==> config.mk <==
export PLATFORM = sky130hd
export DESIGN_NAME = seq_detector_param
export DESIGN_NICKNAME = d
export VERILOG_FILES = /design/src/rtl/seq_detector_param.sv
export SDC_FILE = /design/constraint.sdc
export NUM_CORES = 1
export LEC_CHECK = 0
export ABC_AREA = 1
export CORE_MARGIN = 2
export CORE_UTILIZATION = 50
export DETAILED_ROUTE_END_ITERATION = 16
export HOLD_SLACK_MARGIN = 0.03
export MAX_ROUTING_LAYER = met4
export PLACE_DENSITY = 0.9
export SLEW_MARGIN = 20
export SYNTH_ARGS = -nofsm -noshare
export SYNTH_HDL_FRONTEND = slang
export SYNTH_SLANG_ARGS = --single-unit
==> constraint.sdc <==
create_clock -name clk -period 2.1 [get_ports clk]
set_input_delay 0.315 -clock clk [delete_from_list [all_inputs] [get_ports clk]]
set_output_delay 0.315 -clock clk [all_outputs]
set_load 0.01 [all_outputs]
==> src/rtl/seq_detector_param.sv <==
// Serial pattern detector: runtime-loadable N-bit pattern, overlap/non-overlap modes,
// registered match pulse and saturating counter. Sticky flag gated by SEQ_DETECTOR_STICKY_EN.
module seq_detector_param #(
  parameter int unsigned  N       = 4,
  parameter logic [N-1:0] PATTERN = 4'b1011,
  parameter int unsigned  CNT_W   = 8
) (
  input  logic             clk,
  input  logic             rst,
  input  logic             en,
  input  logic             din,
  input  logic             overlap,
  input  logic             pattern_ld,
  input  logic [N-1:0]     pattern_in,
  input  logic             cnt_clr,
  output logic             match,
  output logic [CNT_W-1:0] match_cnt,
  output logic             match_flag,
  input  logic             flag_clr
);

  localparam int unsigned     FW       = $clog2(N + 1);
  localparam logic [FW-1:0]   FILL_MAX = FW'(N);

  logic [N-1:0]     pattern_q, pattern_d;
  logic [N-1:0]     hist_q, hist_d, hist_next;
  logic [FW-1:0]    fill_q, fill_d, fill_next;
  logic             match_q, match_d;
  logic [CNT_W-1:0] cnt_q, cnt_d;
  logic             hit;

  always_comb begin
    pattern_d = pattern_q;
    hist_d    = hist_q;
    fill_d    = fill_q;
    match_d   = 1'b0;
    hit       = 1'b0;
    hist_next = {hist_q[N-2:0], din};
    fill_next = (fill_q == FILL_MAX) ? fill_q : fill_q + 1'b1;

    if (pattern_ld) begin
      // A new target invalidates any partial history; same-cycle sample is dropped.
      pattern_d = pattern_in;
      hist_d    = '0;
      fill_d    = '0;
    end else if (en) begin
      hit     = (fill_next == FILL_MAX) && (hist_next == pattern_q);
      hist_d  = hist_next;
      fill_d  = (hit && !overlap) ? '0 : fill_next;
      match_d = hit;
    end

    cnt_d = cnt_q;
    if (cnt_clr) begin
      cnt_d = '0;
    end else if (hit && (cnt_q != {CNT_W{1'b1}})) begin
      cnt_d = cnt_q + 1'b1;
    end
  end

  always_ff @(posedge clk or negedge rst) begin
    if (!rst) begin
      pattern_q <= PATTERN;
      hist_q    <= '0;
      fill_q    <= '0;
      match_q   <= 1'b0;
      cnt_q     <= '0;
    end else begin
      pattern_q <= pattern_d;
      hist_q    <= hist_d;
      fill_q    <= fill_d;
      match_q   <= match_d;
      cnt_q     <= cnt_d;
    end
  end

  assign match     = match_q;
  assign match_cnt = cnt_q;

`ifdef SEQ_DETECTOR_STICKY_EN
  logic flag_q;

  // Set has priority over clear so a coincident hit is never lost.
  always_ff @(posedge clk or negedge rst) begin
    if (!rst) begin
      flag_q <= 1'b0;
    end else if (hit) begin
      flag_q <= 1'b1;
    end else if (flag_clr) begin
      flag_q <= 1'b0;
    end
  end

  assign match_flag = flag_q;
`else
  logic unused_flag_clr;
  assign unused_flag_clr = flag_clr;
  assign match_flag      = 1'b0;
`endif

endmodule

* Yosys cells after proc, flatten, opt, wreduce, memory -nomap -nowiden *
Index checks and enable logic that the tools add are counted.

word-level totals
  flip-flop bits (word level) = 19
  logic and storage cells = 27
  memories kept = 0
  bits of input ports = 12
  ROM bits = 0
  RAM bits = 0
  output and inout bits = 10
  latch bits = 0

cells by class
  add/subtract/negate cells = 2
  $mul = 0
  reductions and logical operators = 6
  equal/unequal tests = 4
  bitwise gates (word level) = 0
  multiplexer cells = 10
  magnitude comparators = 0
  div/mod/pow operators = 0
  shifts and indexed selects = 0

operators by type and width
  operator             count
  $mux 3               6
  $mux 8               2
  $add 8x1->8 const B  1
  $ne 8x8->1 const B   1
  $eq 3x3->1 const B   2
  $eq 4x4->1           1
  $reduce_bool 2->1    2
  $add 3x1->3 const B  1
  $logic_and 1x1->1    3
  $mux 1               2
  $logic_not 1->1      1

* Depth between registers and ports, before layout *
Gate-level depths: netlist of run 1.

  word-level depth = 9
  gate-level depth with buffers = 11
  gate-level depth less buffers = 11

* Least setup slack after synthesis of run 1 *
No wires, ideal clock.

  kind = register to register
  from = reg fill_q[0]
  to = reg cnt_q[7], in the netlist match_cnt[7]
  stages on the path, launching flop included = 11
  arrival = 1.367 ns
  setup slack = 0.615 ns
  clock period less this slack = 1.485 ns
  setup time = 0.117 ns
  data required time = 1.983 ns
  path buffers = 0
  path through = dfrtp_1 inv_1 ha_1 inv_1 nand2_1 nand2_2 nand3_2 nor2_4 nand3_4 nor2_1 nor2_1

on the way
  longest elaborated chain between the ends = 8
  elaborated cells on any way between the ends = 9
  classes of those cells = add/sub (1); eq/ne (2); mux (3); reduce/logical (3)

RTL lines
  what                                       RTL line  text
  from (decl)                                27        logic [FW-1:0] fill_q, fill_d, fill_next;
  from (signal assigned)                     71        fill_q <= fill_d;
  $add 3x1->3 or $eq 3x3->1 (tied branches)  39        fill_next = (fill_q == FILL_MAX) ? fill_q : fill_q + 1'b1;
  $mux 3 (*)                                 39
  $eq 3x3->1 (*)                             47        hit = (fill_next == FILL_MAX) && (hist_next == pattern_q);
  $logic_and 1x1->1 (*)                      47
  $mux 1 (*)                                 46        end else if (en) begin
  $mux 1 (*)                                 41        if (pattern_ld) begin
  $logic_and 1x1->1 (*)                      56        end else if (hit && (cnt_q != {CNT_W{1'b1}})) begin
  $reduce_bool 2->1 (no source line) (*)     --
  to (signal assigned)                       73        cnt_q <= cnt_d;
  to (decl)                                  29        logic [CNT_W-1:0] cnt_q, cnt_d;

Mark *: on every way between the ends. The rest lies on a longest branch, timed or not.
A chain may end at the register's enable or synchronous reset.

* Final worst setup path of run 1 *
  from = reg fill_q[0]
  to = reg cnt_q[3], in the netlist match_cnt[3]

Same word-level chain as after synthesis.

==> reports/metrics.yaml, run 1 <==
status:
  status: "completed"
synthesis:
  synth_top_cell_area_share_pct: 36.32
  syn_avg_cell_area_um2: 7.550
  ys_warn_count: 0
  syn_inst: 146
  synthesis.area_um2: 1102
  synth_top_cell_by_area: "dfrtp_1"
  seq_area_frac_synth_pct: 43.47
  ys_top_cells_by_area: "dfrtp_1 36%, nand2_1 15%, inv_1 7.8%"
  ys_ff_latch: 19
  ys_types: 23
  synth_fp_nets: 161
clock_network:
  cts_hold_buf: 0
  cts-root-buf: "clkbuf_4"
  cts.path.max_buffers: 2
  clk_pin_slew_worst_paths_ns: 0.10
  cts_made_buffers: 3
  h-tree-depth: 1
  cts.sinks: 19
  clk_latency_ns: 0.29
  post_cts_resize_count: 0
  cts_tree: "yes"
  post_cts_buffers: 0
power:
  powerDensity_nw_per_um2: 539.9
  p_leak_nw: 0.6631
  ir_drop_uv: 380.3
detailed_routing:
  route.vias.total: 974
  via_per_inst: 4.995
  post_drt_wl_per_cell_um: 10.95
  wirelength_um: 2136
  first_iter_violations: 18
  ant_nets: 0
  dr.pass1.iters: 4
  drc: 0
setup_path:
  cp_max_fo: 9
  r2r-start: "fill_q[0]"
  cp_data_arrival_time_ns: 1.98
  cp.required_ns: 2.33
  startpoint_type: "register"
  worstSetupEndpointType: "register"
  critPathKind: "reg2reg"
  r2r_end: "match_cnt[3]"
  critical_path.endpoint: "match_cnt[3]"
  crit_start: "fill_q[0]"
  rr_worst_depth: 11
  regToRegSetupSlack_ns: 0.35
grt:
  grt_max_degree: 20
  overflow: 0
  antenna_found_initial: 0
  grt_pass1_vias: 910
  grt_pass1_wl_um: 3505
  track_usage_pct: 18.11
timing:
  finalMaxSlewViolations: 0
  finalCritPeriodShare_pct: 83.20
  fmax_mhz: 572.3
  min_period_ns: 1.747
  setup_slack_ns: 0.3527
  finalSetupViolCount: 0
  finClkSkew_ns: 0.006943
  grt_setup_unrepaired: "no"
  finalSetupTns_ns: 0
  hold_violations: 0
layout:
  final_cell_area_um2: 1349
  syn_to_final_growth_pct: 22.36
  diodes: 0
  layout-drive-gt1-share_pct: 9.524
  n_fill_cell: 168
  stdcell_count: 195
  layout.area.seq_um2: 479.2
  fin_nets: 184
  multi_input_area_um2: 518.0
placement:
  port_buffers: 19
  place_inst: 191
  dpl_cell_area_um2: 1323
  place_congestion: 0.9130
  dp_slack_ns: 0.3261
  hpwl_um: 1601
die:
  start_util_pct: 54.52
  die_height_um: 50.96
  dieArea_um2: 2596
  core_um2: 2022
  die_w_um: 50.96
  io_pins: 22
  rows: 16
hold_path:
  hold_class: "in2async"
run:
  max_cap_violations: 0
==> Yosys cell counts <==
library cell,n
nor2_1,14
nor3b_1,1
nand2_4,1
dfrtp_1,16
dfstp_2,3
xor2_1,2
nand2_1,43
conb_1,1
nand3_4,1
nand3_1,13
o31ai_1,1
buf_4,2
ha_1,3
o21ai_0,6
inv_1,23
nor2_4,1
nand4_1,2
xnor2_1,1
a21oi_1,2
nand3_2,2
nand2_2,3
o22ai_1,4
clkbuf_1,1
==> layout by cell type, fill, tap and decap left out, drive strengths merged <==
cell           count
o31ai              1
buf                2
xor2               2
a21oi              2
ha                 3
clkbuf             4
nand3             16
o21ai              6
xnor2              1
conb               1
dfrtp             16
dfstp              3
inv               23
nor3b              1
nor2              15
o22ai              4
nand4              2
clkdlybuf4s50     19
nand2             47
==> sequential cells by signal, summed over array words and instances, names as in the netlist <==
| register | flops |
|---|---|
| match_cnt | 8 |
| pattern_q | 4 |
| fill_q | 3 |
| hist_q | 3 |
| match | 1 |
==> worst min-delay path by stage <==
stage	slack, ns	end	cells past startpoint	from
after floorplan	0.02	fill_q[0]	0	rst
after global placement	0.48	pattern_q[1]	2	pattern_q[1]
after detailed placement	0.49	pattern_q[0]	2	pattern_q[0]
after CTS	0.34	fill_q[0]	2	rst
after global routing	0.34	hist_q[0]	2	rst
final	0.34	fill_q[0]	2	rst
==> final cells by class <==
cell class,instances,share of cell area [%]
Multi-Input combinational cell,101,38.40
Clock buffer,4,1.948
Inverter,23,6.401
Sequential cell,19,35.53
Timing Repair Buffer,21,15.21
Tap cell,27,2.505
==> critical path, cell delays in order, from the launching register on <==
cell     delay, ns
dfrtp_1       0.42
inv_1         0.09
ha_1          0.25
nand2_2       0.11
nand2_1       0.06
nand2_2       0.08
nand3_2       0.09
nor2_4        0.16
nand3_4       0.16
nand2_4       0.15
nand2_1       0.06
nand2_1       0.06
==> cell families (layout without fill, tap and decap cells) <==
| kind of cell | Yosys count | after routing | share of synthesized area [%] |
|---|---|---|---|
| buffers and inverters | 26 | 48 | 9.534 |
| adders and majority gates | 3 | 3 | 3.406 |
| and+or+nand+nor | 81 | 81 | 34.28 |
| AOI/OAI and AO/OA | 13 | 13 | 6.583 |
| xor gates and xnor gates | 3 | 3 | 2.384 |
| other | 1 | 1 | 0.3402 |
| DFF | 19 | 19 | 43.47 |
==> power by group <==
group	internal, mW	total, mW	switching, mW	leakage [nW]
logic	0.0653	0.142	0.0769	0.400
clock network	0.0738	0.178	0.104	0.0150
registers	0.390	0.408	0.0179	0.248
==> layer usage <==
metal  GRT usage [%]  wire (um)  part of all wire (%)  vias to the layer above
li1                -          -                     -                      500
met1           20.15        957                    45                      451
met2           31.82       1081                    51                       23
met3           4.094         97                   4.5                        0
met4           6.306          0                     0                        0
met5               -          0                     0                        -
==> through the flow <==
step           util (%)  power [mW]  hold WS, ns
6_report          66.71      0.7282       0.3415
5_1_grt           66.71      0.7775       0.3446
4_1_cts           66.71      0.7385       0.3426
3_5_place_dp      65.41      0.5570       0.4884
3_3_place_gp      65.41      0.5498       0.4808
2_1_floorplan         -      0.4977      0.01941
No activity file was read; power rests on OpenSTA's default activity.
==> run 2, diff against run 1 <==
CORE_UTILIZATION = 45   (was 50)
PLACE_DENSITY = 0.86   (was 0.9)
clock period = 1.56 ns   (was 2.1 ns; I/O delays follow)
==> reports/metrics.yaml, run 2 (synthesis gave the netlist of run 1 again) <==
power:
  p_clk_share_pct: 23.5  # -1.0 points
  p_leak_nw: 0.8430  # +27%
  combPwrFrac_pct: 27.8  # +8.3 points
  p_switching_mw: 0.3372  # +69%
  ir_drop_uv: 547.1  # +44%
  pwr-share-seq_pct: 48.7  # -7.3 points
  swShare_pct: 30.03  # +2.7 points
  powerDensity_nw_per_um2: 678.7  # +26%
  p_int_mw: 0.7855  # +48%
detailed_routing:
  wirelength_um: 2983  # +40%
  route.vias.total: 1138  # +17%
  first_iter_violations: 14  # -4
  ant_nets: 0  # unchanged
  post_drt_wl_per_cell_um: 13.26  # +21%
  dr.pass1.iters: 4  # unchanged
  drc: 0  # unchanged
  via_per_inst: 5.058  # +1.3%
setup_path:
  r2r_end: "match_cnt[6]"
  crit_start: "fill_q[1]"
  critPathTopFamily: "simple AND/OR/NAND/NOR gates"
  crit_cells: 11  # unchanged
  critPathKind: "reg2reg"
  cp_max_fo: 7  # -2
  cp.required_ns: 1.81  # -0.52 ns
  regToRegSetupSlack_ns: -0.08  # -0.43 ns
  slowest_stage: "dfrtp_1"
  path_cells: "buf_6 > ha_4 > inv_2 > nand2_2 > nand3_2 > nand3_2 > nor2_4 > nand3_4 > nand2_8 > nand2_2 > nand2_1"
  startpoint_type: "register"
  max_stage_delay_ns: 0.43  # about the same
  rr_worst_depth: 11  # unchanged
  cp_data_arrival_time_ns: 1.89  # -0.09 ns
  worstSetupEndpointType: "register"
  critical_path.endpoint: "match_cnt[6]"
  r2r-start: "fill_q[1]"
  path_buf_inv: 2  # +1
timing:
  fmax_mhz: 610.2  # +6.6%
  finalSetupViolCount: 9  # +9
  finalSetupTns_ns: -0.5688  # -0.5688 ns
  min_period_ns: 1.639  # -0.1084 ns
  finalMaxSlewViolations: 0  # unchanged
  grt_setup_unrepaired: "yes"
  setup_slack_ns: -0.07885  # -0.4316 ns
  finalCritPeriodShare_pct: 105.1  # +22 points
  hold_violations: 0  # unchanged
  finClkSkew_ns: 0.003297  # -0.003646 ns
  hold_ws_ns: 0.2549  # -0.08659 ns
clock_network:
  cts.sinks: 19  # unchanged
  cts.path.max_buffers: 2  # unchanged
  clk_pin_slew_worst_paths_ns: 0.12  # +0.02 ns
  clk_latency_ns: 0.30  # about the same
  h-tree-depth: 1  # unchanged
  cts_made_buffers: 3  # unchanged
  cts_tree: "yes"
  cts-root-buf: "clkbuf_4"
  cts_hold_buf: 0  # unchanged
die:
  die_height_um: 53.50  # +5.0%
  start_util_pct: 48.89  # -5.6 points
  die_w_um: 53.50  # +5.0%
  io_pins: 22  # unchanged
  rows: 17  # +1
  core_um2: 2255  # +12%
  dieArea_um2: 2862  # +10%
layout:
  layout-drive-gt1-share_pct: 33.50  # +24 points
  final_cell_area_um2: 1654  # +23%
  final_common_cell: "nand2_1"
  n_fill_cell: 172  # +2.4%
  diodes: 0  # unchanged
  fin_nets: 213  # +16%
  largest_reg_flops: 8  # unchanged
  layout_common_cells: "32 x nand2_1, 28 x buf_4, 19 x inv_1"
  syn_to_final_growth_pct: 50.06
  final_util_pct: 73.36  # +6.7 points
grt:
  track_usage_pct: 22.15  # +4.0 points
  grt_max_degree: 20  # unchanged
  grt_pass1_vias: 1075  # +18%
  overflow: 0  # unchanged
  antenna_found_initial: 0  # unchanged
  grt_pass1_wl_um: 4416  # +26%
placement:
  dpl_cell_area_um2: 1414  # +6.9%
  place_congestion: 0.8138  # -11%
  dp_slack_ns: -0.09224  # -0.4184 ns
  port_buffers: 19  # unchanged
  hpwl_um: 1812  # +13%
status:
  violations: "setup timing"
  status: "finished with violations"
run:
  max_cap_violations: 0  # unchanged
hold_path:
  hold_class: "in2async"
[run 2: cell count changes in the layout (fill, tap and decap cells not counted), moves of 3 or more]
cell / before / now
buf_4: 2 / 28
clkdlybuf4s50_1: 19 / 16
inv_1: 23 / 19
inv_2: 0 / 4
nand2_1: 43 / 32
nand2_2: 3 / 13
[run 2: metrics by stage]
step	power, mW	instances
floorplan	0.6699	146
global placement	0.7808	204
detailed placement	0.7958	204
CTS	1.111	217
global route	1.191	225
finish	1.123	225
[run 2: what timing repair did]
action	CTS	global route
pin swaps	7	10
gates resized for setup	21	9
endpoints found under the setup margin	12	13
gates cloned	1	0
buffers inserted	8	8
[run 2: layout make-up]
cell class / instances / area (um^2) / area share [%]
Inverter: 23 / 86.33 / 5.219
Timing Repair Buffer: 49 / 422.9 / 25.57
Tap cell: 28 / 35.03 / 2.118
Sequential cell: 19 / 480.5 / 29.05
Multi-Input combinational cell: 102 / 601.8 / 36.38
Clock inverter: 1 / 5.005 / 0.3026
Clock buffer: 3 / 22.52 / 1.362
[run 2: power groups by stage]
stage | Sequential (mW) | Clock, mW | Combinational [mW]
6_report | 0.547 | 0.263 | 0.313
5_1_grt | 0.551 | 0.298 | 0.342
4_1_cts | 0.546 | 0.268 | 0.296
3_5_place_dp | 0.554 | 0 | 0.242
3_3_place_gp | 0.552 | 0 | 0.229
2_1_floorplan | 0.558 | 0 | 0.112
[run 2: layer usage]
| metal | up-vias | global-route usage [%] | part of all wire (%) | routed length, um |
|---|---|---|---|---|
| met5 | - | - | 0 | 0 |
| met3 | 4 | 3.955 | 2.9 | 87 |
| met2 | 24 | 41.77 | 57 | 1710 |
| li1 | 560 | - | - | - |
| met1 | 550 | 22.50 | 39 | 1150 |
| met4 | 0 | 8.120 | 1.1 | 34 |
[run 2: worst min path at each step]
stage / to / cells after the start
2_1_floorplan: fill_q[0] / 0
3_3_place_gp: pattern_q[1] / 2
3_5_place_dp: pattern_q[3] / 2
4_1_cts: fill_q[0] / 2
5_1_grt: fill_q[0] / 2
6_report: fill_q[0] / 2
[run 2: worst reg2reg max path: stages (launching register included)]
cell and delay [ns]:
dfrtp_1 0.43, buf_6 0.13, ha_4 0.15, inv_2 0.05, nand2_2 0.04, nand3_2 0.08, nand3_2 0.10, nor2_4 0.20
nand3_4 0.16, nand2_8 0.13, nand2_2 0.06, nand2_1 0.06
==> run 3, diff against run 2 <==
SLEW_MARGIN = 25   (was 20)
==> results of run 3 <==
Same layout as run 2: the final DEF is identical, and so are final timing and power.
